--- src/rtl/cnt_bits_selector_pkg.sv ---
// Shared enable and active-level constants for the bit-count-and-select stage.
package cnt_bits_selector_pkg;

  localparam int ENABLE  = 1;
  localparam int DISABLE = 0;
  localparam int HIGH    = 1;
  localparam int LOW     = 0;

endpackage

--- src/rtl/cnt_bits_selector_cnt_bits.sv ---
// Combinational population count of bits equal to ACT, built as a recursive
// halving adder tree. The output is wide enough to hold IN itself.
module cnt_bits #(
  parameter int IN  = 8,
  parameter int ACT = 1
) (
  input  logic [IN-1:0]       in,
  output logic [$clog2(IN):0] cnt
);

  localparam int  W     = $clog2(IN) + 1;
  localparam logic ACT_B = 1'(ACT);

  if (IN == 1) begin : g_leaf
    assign cnt = (in[0] == ACT_B);
  end else begin : g_split
    localparam int LO = IN / 2;
    localparam int HI = IN - LO;

    logic [$clog2(LO):0] w_lo;
    logic [$clog2(HI):0] w_hi;

    cnt_bits #(.IN(LO), .ACT(ACT)) u_lo (.in(in[LO-1:0]),  .cnt(w_lo));
    cnt_bits #(.IN(HI), .ACT(ACT)) u_hi (.in(in[IN-1:LO]), .cnt(w_hi));

    assign cnt = W'(w_lo) + W'(w_hi);
  end

endmodule

--- src/rtl/cnt_bits_selector_selector.sv ---
// Combinational winner selection: lowest-index priority over a bitmap, or a
// decoded binary index, followed by a one-hot AND-OR data mux.
module selector
  import cnt_bits_selector_pkg::*;
#(
  parameter int BIT_MAP = ENABLE,
  parameter int DATA    = 32,
  parameter int IN      = 8,
  parameter int ACT     = HIGH,
  parameter int NUM     = $clog2(IN),
  parameter int SW      = (BIT_MAP == ENABLE) ? IN : NUM
) (
  input  logic [IN-1:0][DATA-1:0] in,
  input  logic [SW-1:0]           sel,
  output logic                    valid,
  output logic [NUM-1:0]          pos,
  output logic [DATA-1:0]         out
);

  localparam logic ACT_B = 1'(ACT);

  logic [IN-1:0] w_grant;

  if (BIT_MAP == ENABLE) begin : g_bitmap
    logic [IN-1:0] w_act;
    // Two's-complement trick isolates the lowest set bit as a one-hot grant.
    assign w_act   = ACT_B ? sel : ~sel;
    assign w_grant = w_act & (~w_act + IN'(1));
  end else begin : g_index
    // Codes at or above IN match no entry, leaving the grant empty.
    always_comb begin
      // NOTE: every combinational output gets a default first so no latch is inferred.
      w_grant = '0;
      for (int i = 0; i < IN; i++) w_grant[i] = (sel == NUM'(i));
    end
  end

  always_comb begin
    pos = '0;
    out = '0;
    for (int i = 0; i < IN; i++) begin
      if (w_grant[i]) pos = pos | NUM'(i);
      out = out | (in[i] & {DATA{w_grant[i]}});
    end
    valid = (|w_grant) ? ACT_B : ~ACT_B;
  end

endmodule

--- src/rtl/cnt_bits_selector.sv ---
// Registered bit-count-and-select stage: popcount plus winner selection,
// all four results captured together for one-cycle latency.
module cnt_bits_selector
  import cnt_bits_selector_pkg::*;
#(
  parameter int DATA    = 32,
  parameter int IN      = 8,
  parameter int ACT     = HIGH,
  parameter int BIT_MAP = ENABLE,
  parameter int NUM     = $clog2(IN),
  parameter int SW      = (BIT_MAP == ENABLE) ? IN : NUM
) (
  input  logic                    clk,
  input  logic                    reset_,
  input  logic [IN-1:0][DATA-1:0] in,
  input  logic [SW-1:0]           sel,
  output logic [NUM:0]            cnt,
  output logic                    valid,
  output logic [NUM-1:0]          pos,
  output logic [DATA-1:0]         out
);

  localparam logic ACT_B = 1'(ACT);

  logic [NUM:0]     w_cnt;
  logic             w_valid;
  logic [NUM-1:0]   w_pos;
  logic [DATA-1:0]  w_out;

  if (BIT_MAP == ENABLE) begin : g_count
    cnt_bits #(.IN(IN), .ACT(ACT)) u_cnt_bits (.in(sel), .cnt(w_cnt));
  end else begin : g_no_count
    assign w_cnt = '0;
  end

  selector #(
    .BIT_MAP (BIT_MAP),
    .DATA    (DATA),
    .IN      (IN),
    .ACT     (ACT)
  ) u_selector (
    .in    (in),
    .sel   (sel),
    .valid (w_valid),
    .pos   (w_pos),
    .out   (w_out)
  );

  always_ff @(posedge clk or negedge reset_) begin
    if (!reset_) begin
      cnt   <= '0;
      valid <= ~ACT_B;
      pos   <= '0;
      out   <= '0;
    end else begin
      // NOTE: non-blocking assignments keep all four outputs sampled from the same edge.
      cnt   <= w_cnt;
      valid <= w_valid;
      pos   <= w_pos;
      out   <= w_out;
    end
  end

endmodule

--- config.mk ---
export PLATFORM = sky130hd
export DESIGN_NAME = cnt_bits_selector
export DESIGN_NICKNAME = d
export VERILOG_FILES = /design/src/rtl/cnt_bits_selector_pkg.sv /design/src/rtl/cnt_bits_selector_cnt_bits.sv /design/src/rtl/cnt_bits_selector_selector.sv /design/src/rtl/cnt_bits_selector.sv
export SDC_FILE = /design/constraint.sdc
export NUM_CORES = 1
export LEC_CHECK = 0
export ABC_AREA = 1
export CAP_MARGIN = 20
export CORE_MARGIN = 2
export CORE_UTILIZATION = 30
export CTS_CLUSTER_DIAMETER = 150
export DETAILED_ROUTE_END_ITERATION = 16
export GPL_ROUTABILITY_DRIVEN = 0
export PLACE_DENSITY_LB_ADDON = 0.05
export SLEW_MARGIN = 5
export SYNTH_ARGS = -nofsm -noshare
export SYNTH_HDL_FRONTEND = slang
export SYNTH_HIERARCHICAL = 1
export SYNTH_SLANG_ARGS = --single-unit
--- constraint.sdc ---
create_clock -name clk -period 0.8 [get_ports clk]
set_input_delay 0.2 -clock clk [delete_from_list [all_inputs] [get_ports clk]]
set_output_delay 0.2 -clock clk [all_outputs]
set_load 0.1 [all_outputs]
==> flow_summary.json, run 1 <==
{
  "switching_share": 0.395,
  "grt_pass1_vias": 5386,
  "syn_area_per_cell_um2": 5.90,
  "grt_pass1_wl_um": 28600,
  "finalCritPeriodShare": 2.11,
  "root_buffer": "clkbuf_16",
  "share_comb_of_total_power": 0.555,
  "worstSetupPathType": "in -> reg",
  "placement.io_buffers": 305,
  "cp.required_ns": 0.98,
  "yosysTopAreaCell": "dfrtp_1",
  "core_um2": 12600,
  "crit_path_end": "cnt[1]",
  "die_y_um": 118,
  "cts_buffers": 5,
  "grt_usage": 0.259,
  "regArea_um2": 1150,
  "whs_ns": 0.302,
  "max_freq_mhz": 592,
  "antenna_left": 0,
  "ioPinCount": 306,
  "cts_sinks": 40,
  "drive_gt1_frac": 0.204,
  "drt-pass1-iter-count": 5,
  "violations": "negative setup slack",
  "clockBufferDepth": 2,
  "die_w_um": 118,
  "final_util": 0.659,
  "grt_max_degree": 41,
  "drv_cap": 0,
  "placed_area_um2": 8040,
  "met1_usage": 0.304,
  "crit_start": "sel[3]",
  "ir_worst_vdd_mv": 1.86,
  "final_max_slew_viol_count": 0,
  "syn-num-nets": 935,
  "slew_headroom": 0.656,
  "dieArea_um2": 13800,
  "synth_top_area_frac": 0.258,
  "tightest_slew_ns": 0.516,
  "top_usage_layer": "met2",
  "ctsHtreeMaxLevel": 2,
  "synthDistinctLibCells": 23,
  "start_util": 0.307,
  "power.internal_uw": 6430,
  "yosysWarnings": 6,
  "power_density_nw_per_um2": 1280,
  "synth_cells": 657,
  "seq_area_frac_synth": 0.258,
  "fin_area_um2": 8310,
  "seqPwrFrac": 0.251,
  "final-setup-viol-count": 80,
  "multi_input_area_um2": 2580,
  "cts_tree": "done",
  "drtIter0Drc": 263,
  "rows": 41,
  "met2_usage": 0.478,
  "fin_crit_ns": 1.69,
  "arrival_ns": 1.87,
  "netSwitchingPower_uw": 4200,
  "diodes": 0,
  "p_leak_uw": 0.00383,
  "nets": 1236,
  "detail_route.vias_per_cell": 4.67,
  "post_drt_wl_per_cell_um": 16.2,
  "netlist_top_cells_area": "dfrtp_1, nand2_1, nor2_1",
  "hpwl_um": 14400,
  "setup.worst_path.end_class": "flip-flop",
  "antenna_found_initial": 0,
  "clkPwrFrac": 0.194,
  "synthesis.area_um2": 3880,
  "setup_tns_ns": -33.42,
  "rsz0062_at_grt": "yes",
  "final_hold_viol_count": 0,
  "clk_pin_slew_ns": 0.06,
  "status": "finished, violations left",
  "drc": 0,
  "cp-start-kind": "input port",
  "globalRouteMet3Util": 0.0591,
  "crit_fanout": 2,
  "routed_wl_um": 18400,
  "yosys_register_bits": 40,
  "overflow": 0,
  "num_vias": 5277,
  "area_delta_synth_final_pct": 114,
  "timing.final.ws_setup_ns": -0.890,
  "hp-class": "in -> async",
  "fillers": 1133
}
==> how the worst min path moves through the flow <==
| stage | end | cells after the start | slack, ns |
|---|---|---|---|
| floorplan | cnt[0] | 0 | -0.1 |
| global placement | out[13] | 1 | 0.07 |
| detailed placement | out[13] | 1 | 0.06 |
| CTS | out[13] | 2 | 0.30 |
| global route | out[13] | 2 | 0.32 |
| finish | out[13] | 2 | 0.30 |
==> critical path, cell delays in order <==
cell and delay, ns:
buf_8 0.10, ha_4 0.27, ha_4 0.12, inv_2 0.03, fa_1 0.44, inv_2 0.08, inv_2 0.04, fa_2 0.56
inv_2 0.03
==> state kept, by name, indices dropped and copies added (netlist names) <==
| signal | flops |
|---|---|
| out | 32 |
| valid | 1 |
| cnt | 4 |
| pos | 3 |
==> logic make-up after synthesis <==
logic type	share of synthesized area
compound gates	0.0165
xor+xnor	0.00226
simple gates	0.524
fa+ha+maj	0.0445
flops	0.258
buf+inv	0.155
==> stage by stage <==
| stage | std cells | total power (µW) | setup WS (ns) |
|---|---|---|---|
| 2_1_floorplan | 657 | 5510 | -1.15 |
| 3_3_place_gp | 1118 | 8430 | -1.60 |
| 3_5_place_dp | 1118 | 8500 | -1.61 |
| 4_1_cts | 1127 | 10700 | -0.870 |
| 5_1_grt | 1131 | 11100 | -0.908 |
| 6_report | 1131 | 10600 | -0.890 |
==> layer usage <==
layer,wire length [µm],vias to the layer above
met2,9480,218
met4,331,0
met3,1520,27
li1,-,2635
met1,7020,2397
met5,0,-
==> power by group through the flow <==
stage                     sequential, µW  clock (µW)  combinational, µW
after floorplan                     4460           0               1050
after global placement              2700           0               5730
after detailed placement            2710           0               5790
after CTS                           2670        2130               5860
after global routing                2690        2210               6180
final                               2660        2060               5900
==> synth_stat cells <==
master	count
clkbuf_1	12
nand4_1	23
buf_2	17
nor2_1	133
a21oi_1	10
buf_6	7
o21ai_1	1
buf_1	5
o2111ai_1	1
xnor2_1	1
nand2_1	176
nor3b_4	1
nand3_1	99
nor2_2	1
inv_2	2
buf_4	8
nand3b_1	22
dfrtp_1	40
inv_1	81
nand2_2	3
ha_1	9
nor2_4	2
fa_1	3
==> cell usage in the layout (no fill, tap or decap), types with 9 or more instances in the layout <==
cell type        instances
clkdlybuf4s50_1        256
nand2_1                176
nor2_1                 131
inv_1                   74
nand3_1                 65
buf_12                  50
dfrtp_4                 40
nand3_2                 34
nand4_1                 23
buf_4                   22
nand3b_1                22
a21oi_1                 10
inv_2                    9
buf_6                    9
==> repair_timing <==
action                                 4_1_cts  5_1_grt
pin swaps                                   12        3
hold buffers                                 1        0
endpoints found under the hold margin        4        0
gates cloned                                 0        0
setup endpoints to repair                   80       80
resized for setup                           39       10
setup buffers                                0        4
==> layout make-up <==
class                           count  share of cell area
Clock buffer                        8              0.0176
Inverter                           83              0.0375
Multi-Input combinational cell    485               0.311
Sequential cell                    40               0.138
Tap cell                          172              0.0259
Timing Repair Buffer              343               0.470
(Power assumes the default switching activity.)
==> inputs of run 2 (changes only) <==
- CORE_AREA: default -> 2 2 119 121
- CORE_MARGIN: 2 -> default
- CORE_UTILIZATION: 30 -> default
- DIE_AREA: default -> 0 0 121 123
==> flow_summary.json, run 2 (synthesized netlist as in run 1, its figures left out) <==
{
  "worstSetupPathType": "in -> reg",
  "ctsHtreeMaxLevel": 2,
  "nets": 1248,
  "area_delta_synth_final_pct": 122,
  "slew_headroom": 0.820,
  "overflow": 0,
  "antenna_left": 0,
  "drc": 0,
  "grt_pass1_vias": 5323,
  "arrival_ns": 1.89,
  "rsz0062_at_grt": "yes",
  "final_util": 0.634,
  "placement.io_buffers": 305,
  "dieArea_um2": 14900,
  "p_leak_uw": 0.00396,
  "multi_input_area_um2": 2650,
  "cts_sinks": 40,
  "cpMostUsedCell": "inv_2",
  "max_freq_mhz": 588,
  "grt_usage": 0.240,
  "drt-pass1-iter-count": 6,
  "num_vias": 5301,
  "drv_cap": 0,
  "drtIter0Drc": 233,
  "setup.worst_path.end_class": "flip-flop",
  "start_util": 0.285,
  "power_density_nw_per_um2": 1250,
  "die_w_um": 121,
  "tightest_slew_ns": 0.271,
  "hp-class": "in -> async",
  "diodes": 0,
  "regArea_um2": 1150,
  "drive_gt1_frac": 0.225,
  "ioPinCount": 306,
  "detail_route.vias_per_cell": 4.61,
  "slowest_delay_ns": 0.57,
  "cp_slowest_cell": "fa_2",
  "rows": 43,
  "hpwl_um": 14400,
  "cts_tree": "done",
  "fin_crit_ns": 1.70,
  "regMostFlops": "out",
  "cts_buffers": 5,
  "final_max_slew_viol_count": 0,
  "p_total_uw": 10800,
  "whs_ns": 0.284,
  "grt_max_degree": 38,
  "finalCritPeriodShare": 2.13,
  "timing.final.ws_setup_ns": -0.901,
  "fillers": 1184,
  "crit_start": "sel[6]",
  "cp-start-kind": "input port",
  "reg_top3": "out (32), cnt (4), pos (3)",
  "clk_pin_slew_ns": 0.06,
  "cp.required_ns": 0.99,
  "final_common_cell": "clkdlybuf4s50_1",
  "core_um2": 13600,
  "die_y_um": 123,
  "final-setup-viol-count": 80,
  "crit_fanout": 2,
  "status": "finished, violations left",
  "post_drt_wl_per_cell_um": 16.6,
  "routed_wl_um": 19100,
  "layout_common_cells": "clkdlybuf4s50_1, nand2_1, nor2_1",
  "largest_reg_flops": 32,
  "crit_path_end": "cnt[1]",
  "antenna_found_initial": 0,
  "placed_area_um2": 8070,
  "final_hold_viol_count": 0,
  "violations": "negative setup slack",
  "worstPathCellList": "buf_6 > ha_4 > ha_4 > inv_2 > fa_1 > inv_2 > inv_2 > fa_2 > inv_2",
  "grt_pass1_wl_um": 27400,
  "clockBufferDepth": 2,
  "ir_worst_vdd_mv": 1.51,
  "fin_area_um2": 8620,
  "root_buffer": "clkbuf_16"
}
-- run 2: cell types whose count changed in the layout (fill, tap and decap cells not counted), sizes merged --
cell	before	now
clkbuf	8	10
clkinv	0	2
buf	86	94
-- run 2: how the worst min path moves through the flow --
stage,startpoint,endpoint,slack [ns]
after CTS,reset_,out[17],0.29
after global routing,reset_,out[17],0.30
final,reset_,out[17],0.28
after detailed placement,reset_,out[17],0.06
after floorplan,reset_,cnt[0],-0.1
after global placement,reset_,out[13],0.07
-- run 2: layout make-up --
class                      instances  share of cell area
tap                              180              0.0261
clock inverter                     2             0.00116
timing repair buffer             355               0.480
sequential                        40               0.133
multi-input combinational        485               0.307
inverter                          83              0.0364
clock buffer                       6              0.0161
-- run 2: layer usage --
metal / vias up / part of all wire / track usage
met5: - / 0 / 0
met4: 0 / 0.018 / 0.0654
met3: 26 / 0.074 / 0.0563
met2: 213 / 0.52 / 0.450
met1: 2397 / 0.38 / 0.270
li1: 2665 / - / -
-- run 2: report_power, final --
part	internal (µW)	leakage (µW)	switching (µW)	total [µW]
sequential	2440	0.000440	218	2660
clock	1230	0.0000766	893	2120
combinational	2810	0.00344	3200	6010
total	6480	0.00396	4310	10800
-- run 2: worst max-delay path, delay by kind of cell --
kind                     cells  cell delay [ns]
adder cells (fa/ha/maj)      4             1.40
buffers and inverters        5             0.29
-- run 2: through the flow --
stage	setup slack [ns]	setup TNS (ns)	std cells
floorplan	-1.15	-19.50	657
global placement	-1.59	-47.98	1131
detailed placement	-1.64	-48.81	1131
CTS	-0.869	-37.89	1141
global route	-0.939	-34.94	1151
finish	-0.901	-31.73	1151
-- run 2: timing repair --
action / 4_1_cts / 5_1_grt
pin swaps: 13 / 13
setup endpoints to repair: 80 / 80
gates resized for setup: 43 / 46
hold buffers: 1 / 0
buffers inserted: 1 / 6
gates cloned: 0 / 5
hold endpoints to repair: 31 / 0
